**src/rtl/spike_rate_monitor.sv**
```systemverilog
// Spike rate monitor: counts spike_in rising edges over fixed windows with a
// valid/ready result handoff, and measures the interval between recent edges.
module spike_rate_monitor #(
    parameter logic [23:0] WINDOW = 24'd10_000_000
) (
    input  logic        clk,
    input  logic        reset,
    input  logic        spike_in,
    input  logic        enable,
    input  logic        ready,
    output logic [7:0]  count_out,
    output logic        valid,
    output logic        overrun,
    output logic [15:0] isi_out
);

    localparam int unsigned T_W   = 24;
    localparam int unsigned CNT_W = 8;
    localparam int unsigned ISI_W = 16;

    localparam logic [T_W-1:0]   T_LAST  = WINDOW - T_W'(1);
    localparam logic [CNT_W-1:0] CNT_MAX = '1;
    localparam logic [ISI_W-1:0] ISI_MAX = '1;

    typedef enum logic {
        IDLE  = 1'b0,
        COUNT = 1'b1
    } state_e;

    state_e             state_q, state_d;
    logic [T_W-1:0]     t_q, t_d;
    logic [CNT_W-1:0]   acc_q, acc_d;
    logic               prev_q, prev_d;
    logic [ISI_W-1:0]   gap_q, gap_d;
    logic               armed_q, armed_d;
    logic [CNT_W-1:0]   count_q, count_d;
    logic               valid_q, valid_d;
    logic               overrun_q, overrun_d;
    logic [ISI_W-1:0]   isi_q, isi_d;

    logic               edge_c;
    logic               win_end_c;
    logic [CNT_W-1:0]   acc_inc_c;
    logic [CNT_W-1:0]   result_c;
    logic [ISI_W-1:0]   gap_inc_c;

    // Edge detect, saturating increments and window-end decode
    always_comb begin
        edge_c    = spike_in & ~prev_q;
        acc_inc_c = (acc_q == CNT_MAX) ? acc_q : acc_q + CNT_W'(1);
        result_c  = edge_c ? acc_inc_c : acc_q;
        gap_inc_c = (gap_q == ISI_MAX) ? gap_q : gap_q + ISI_W'(1);
        win_end_c = (state_q == COUNT) && enable && (t_q == T_LAST);
    end

    // Window FSM plus result handoff and ISI tracking
    always_comb begin
        state_d   = state_q;
        t_d       = t_q;
        acc_d     = acc_q;
        prev_d    = spike_in;
        gap_d     = gap_inc_c;
        armed_d   = armed_q;
        count_d   = count_q;
        valid_d   = valid_q;
        overrun_d = overrun_q;
        isi_d     = isi_q;

        case (state_q)
            IDLE: begin
                if (enable) begin
                    state_d = COUNT;
                    t_d     = '0;
                    acc_d   = '0;
                end
            end
            COUNT: begin
                if (!enable) begin
                    state_d = IDLE;
                    t_d     = '0;
                    acc_d   = '0;
                end else if (win_end_c) begin
                    t_d   = '0;
                    acc_d = '0;
                end else begin
                    t_d   = t_q + T_W'(1);
                    acc_d = result_c;
                end
            end
            default: begin
                state_d = IDLE;
                t_d     = '0;
                acc_d   = '0;
            end
        endcase

        // A finished window lands only if the slot is free or being drained now
        if (win_end_c) begin
            if (!valid_q || ready) begin
                count_d = result_c;
                valid_d = 1'b1;
            end else begin
                overrun_d = 1'b1;
            end
        end else if (valid_q && ready) begin
            valid_d = 1'b0;
        end

        if (edge_c) begin
            gap_d   = '0;
            armed_d = 1'b1;
            if (armed_q) begin
                isi_d = gap_inc_c;
            end
        end
    end

    always_ff @(posedge clk or posedge reset) begin
        if (reset) begin
            state_q   <= IDLE;
            t_q       <= '0;
            acc_q     <= '0;
            prev_q    <= 1'b0;
            gap_q     <= '0;
            armed_q   <= 1'b0;
            count_q   <= '0;
            valid_q   <= 1'b0;
            overrun_q <= 1'b0;
            isi_q     <= '0;
        end else begin
            state_q   <= state_d;
            t_q       <= t_d;
            acc_q     <= acc_d;
            prev_q    <= prev_d;
            gap_q     <= gap_d;
            armed_q   <= armed_d;
            count_q   <= count_d;
            valid_q   <= valid_d;
            overrun_q <= overrun_d;
            isi_q     <= isi_d;
        end
    end

    assign count_out = count_q;
    assign valid     = valid_q;
    assign overrun   = overrun_q;
    assign isi_out   = isi_q;

endmodule

```
**config.mk**
```make
export PLATFORM = sky130hd
export DESIGN_NAME = spike_rate_monitor
export DESIGN_NICKNAME = d
export VERILOG_FILES = /design/src/rtl/spike_rate_monitor.sv
export SDC_FILE = /design/constraint.sdc
export NUM_CORES = 1
export LEC_CHECK = 0
export ABC_AREA = 1
export BUFFER_PORTS_ARGS = -buffer_cell sky130_fd_sc_hd__buf_4
export CORE_ASPECT_RATIO = 0.7
export CORE_MARGIN = 3
export CORE_UTILIZATION = 45
export DETAILED_ROUTE_END_ITERATION = 10
export GPL_TIMING_DRIVEN = 1
export HOLD_SLACK_MARGIN = 0.12
export PLACE_DENSITY = 0.75
export SLEW_MARGIN = 20
export SYNTH_ARGS = -nofsm -noshare
export SYNTH_HDL_FRONTEND = slang
export SYNTH_SLANG_ARGS = --single-unit
```
**constraint.sdc**
```tcl
create_clock -name clk -period 2.1 [get_ports clk]
set_clock_uncertainty 0.05 [all_clocks]
set_input_delay 0.21 -clock clk [delete_from_list [all_inputs] [get_ports clk]]
set_output_delay 0.21 -clock clk [all_outputs]
set_load 0.05 [all_outputs]
```
==> results.md <==
* CP endpoint kind: register
* Share of cells above drive strength 1 at 0.136
* Crit Path Max Fanout at 10
* WP depth at 9
* R2r endpoint: count_out[0]$_DFFE_PP0P_
* Register area share after synthesis at 0.459
* CTS H-Tree Depth at 3
* Synth Net Count at 577
* Syn Area/Cell at 7.38 µm²
* Status: completed
* Worst slew margin at 0.720
* Most frequent cells in the layout: nand2_1 (199), dfrtp_1 (77), inv_1 (60)
* Pleak at 2.40 nW
* Setup violators final at 0
* Initial antenna violation count at 0
* DP Wirelength at 7.07 mm
* Worst setup SP type: register
* TNS Setup at 0 ns
* Remaining antenna violation count at 0
* Io pins at 31
* Grt total ovfl at 0
* DR iter-0 viols at 421
* Bufs and invs on worst path at 1
* DIE HEIGHT at 86.8 µm
* Total wire length at 10.2 mm
* Total Power at 0.00368 W
* Clock root cell: clkbuf_16
* Largest net degree at the start of global routing at 78
* First-pass DRT Iterations at 5
* Inserted Diodes at 0
* Worst path top cell family by delay: simple AND/OR/NAND/NOR gates
* Final min period at 1.72 ns
* Critical path cell sequence: ha_1 -> nand2_2 -> nor2_4 -> nand3_1 -> nor2_1 -> nand4_1 -> buf_4 -> nand2_1 -> o21ai_2
* CP max stage delay at 0.38 ns
* Commonest non-fill, non-tap cell in the layout: nand2_1
* Critical Path AT at 1.90 ns
* Clk buf depth at 2
* Wire length per cell at 13.9 µm
* Area grow syn2layout at 17.0%
* Via/cell ratio at 5.15
* VDD IR max at 0.624 mV
* PostCTS Resize Cnt at 0
* FP Rows at 28
* RSZ-0062 raised after global routing: false
* GPL Wtd Cong at 0.927
* Slew @ Worst Pin at 0.416 ns
* TritonCTS Sinks at 77
* Fin. max-slew vios at 0
* Netlist Area Pre-Place at 4200 µm²
* Postcts setup bufs at 0
* Nets at 614
* Clock-pin slew on the worst setup and hold paths at 0.06 ns
* #FFs+latches synth at 77
* Synth warnings at 0
* Fmax at 0.580 GHz
* CP required at 2.27 ns
* Worst skew pair latency at 0.34 ns
* GRT Util Overall at 0.206
* Inserted Clock Buffers at 9
* PortBufs at 30
* Distinct cell type count after synthesis at 32
* Starting Density at 0.479
* FF-to-FF path depth at 9
* Worst hold margin at 0.179 ns
* Final hold violation count at 0
* First-pass GRT wire length at 17.0 mm
* Die area at 10500 µm²
* HP Class: in2reg
* Fin util at 0.561
* Crit path to: count_out[0]$_DFFE_PP0P_
* CTS tree: built
* Crit Path Category: reg2reg
* CORE AREA at 8760 µm²
* Final Cycle Share at 0.821
* Vias at 3761
* Die width at 121 µm
* Worst r2r src: t_q[0]$_DFFE_PP0P_
* PD cells at 749 nW/µm²
* Max-Cap Viols at 0
* Mapped Cells at 569
* Vias in the first global route at 3514
* Post-route DRC at 0
* Critical path's slowest cell: dfrtp_1
* FF-to-FF setup slack at 0.38 ns
* Crit path from: t_q[0]$_DFFE_PP0P_
==> routing by layer <==
metal,vias to the layer above,track usage,part of all wire
met2,116,0.285,0.42
met1,1757,0.308,0.50
li1,1876,-,-
met4,0,0.0610,0.013
met5,-,0,0
met3,12,0.0646,0.066
==> power by group <==
| group | internal (W) | switching [W] |
|---|---|---|
| Combinational | 0.000116 | 0.000262 |
| Clock | 0.00108 | 0.000630 |
| Sequential | 0.00155 | 0.0000525 |
==> Yosys cell counts (all sizes together) <==
| cell type | count | area share |
|---|---|---|
| inv | 66 | 0.060 |
| ha | 3 | 0.0089 |
| xor2 | 9 | 0.019 |
| o21ai | 32 | 0.040 |
| o22ai | 8 | 0.012 |
| nand4 | 16 | 0.024 |
| or2 | 5 | 0.0074 |
| dfrtp | 77 | 0.46 |
| o21bai | 1 | 0.0018 |
| nor2 | 70 | 0.080 |
| a21oi | 7 | 0.0083 |
| buf | 9 | 0.014 |
| nand3 | 50 | 0.062 |
| clkbuf | 3 | 0.0027 |
| nor3 | 3 | 0.0048 |
| xnor2 | 4 | 0.0083 |
| nand2 | 205 | 0.19 |
| clkinv | 1 | 0.00089 |
==> worst min-delay path by stage <==
stage                   from           endpoint  slack (ns)  depth (start not counted)
floorplan           spike_in   prev_q$_DFF_PP0_        0.19                          0
global placement    spike_in   prev_q$_DFF_PP0_        0.28                          1
detailed placement  spike_in   prev_q$_DFF_PP0_        0.28                          1
CTS                    ready  valid$_DFFE_PP0P_        0.16                          4
global route           ready  valid$_DFFE_PP0P_        0.17                          4
finish                 ready  valid$_DFFE_PP0P_        0.18                          4
==> worst register-to-register path, stage by stage (launching register included) <==
cell,delay [ns]
dfrtp_1,0.38
ha_1,0.21
nand2_2,0.10
nor2_4,0.16
nand3_1,0.09
nor2_1,0.12
nand4_1,0.14
buf_4,0.21
nand2_1,0.08
o21ai_2,0.05
==> registers in the layout (all words and copies together), names as in the netlist <==
name       flops
overrun        1
isi_out       16
valid          1
count_out      8
acc_q          8
prev_q         1
armed_q        1
state_q        1
t_q           24
gap_q         16
==> timing repair <==
item / in CTS / in global routing
hold endpoints to repair: 80 / 0
hold buffers: 3 / 0
setup endpoints to repair: 0 / 0
==> through the flow <==
stage               setup WS, ns  cell area, µm²  cells
global placement           0.454            4560    712
detailed placement         0.410            4560    712
CTS                        0.382            4910    731
global route               0.201            4910    731
floorplan                  0.616            4200    569
finish                     0.377            4910    731
==> final cells by class <==
class	instances	area (µm²)
fill	820	3840
tap	120	150
inverter	67	258
clock buffer	11	243
sequential	77	1930
timing repair buffer	38	305
clock inverter	5	83.8
multi-input combinational	413	1950
==> cell families after synthesis <==
kind of cell,after synthesis,synth area share
AOI/OAI and AO/OA,48,0.0620
xor gates and xnor gates,13,0.0271
adders and majority gates,3,0.00894
buffers and inverters,79,0.0775
DFF,77,0.459
and+or+nand+nor,349,0.366
Note: power is estimated with default switching activity, not from simulation.
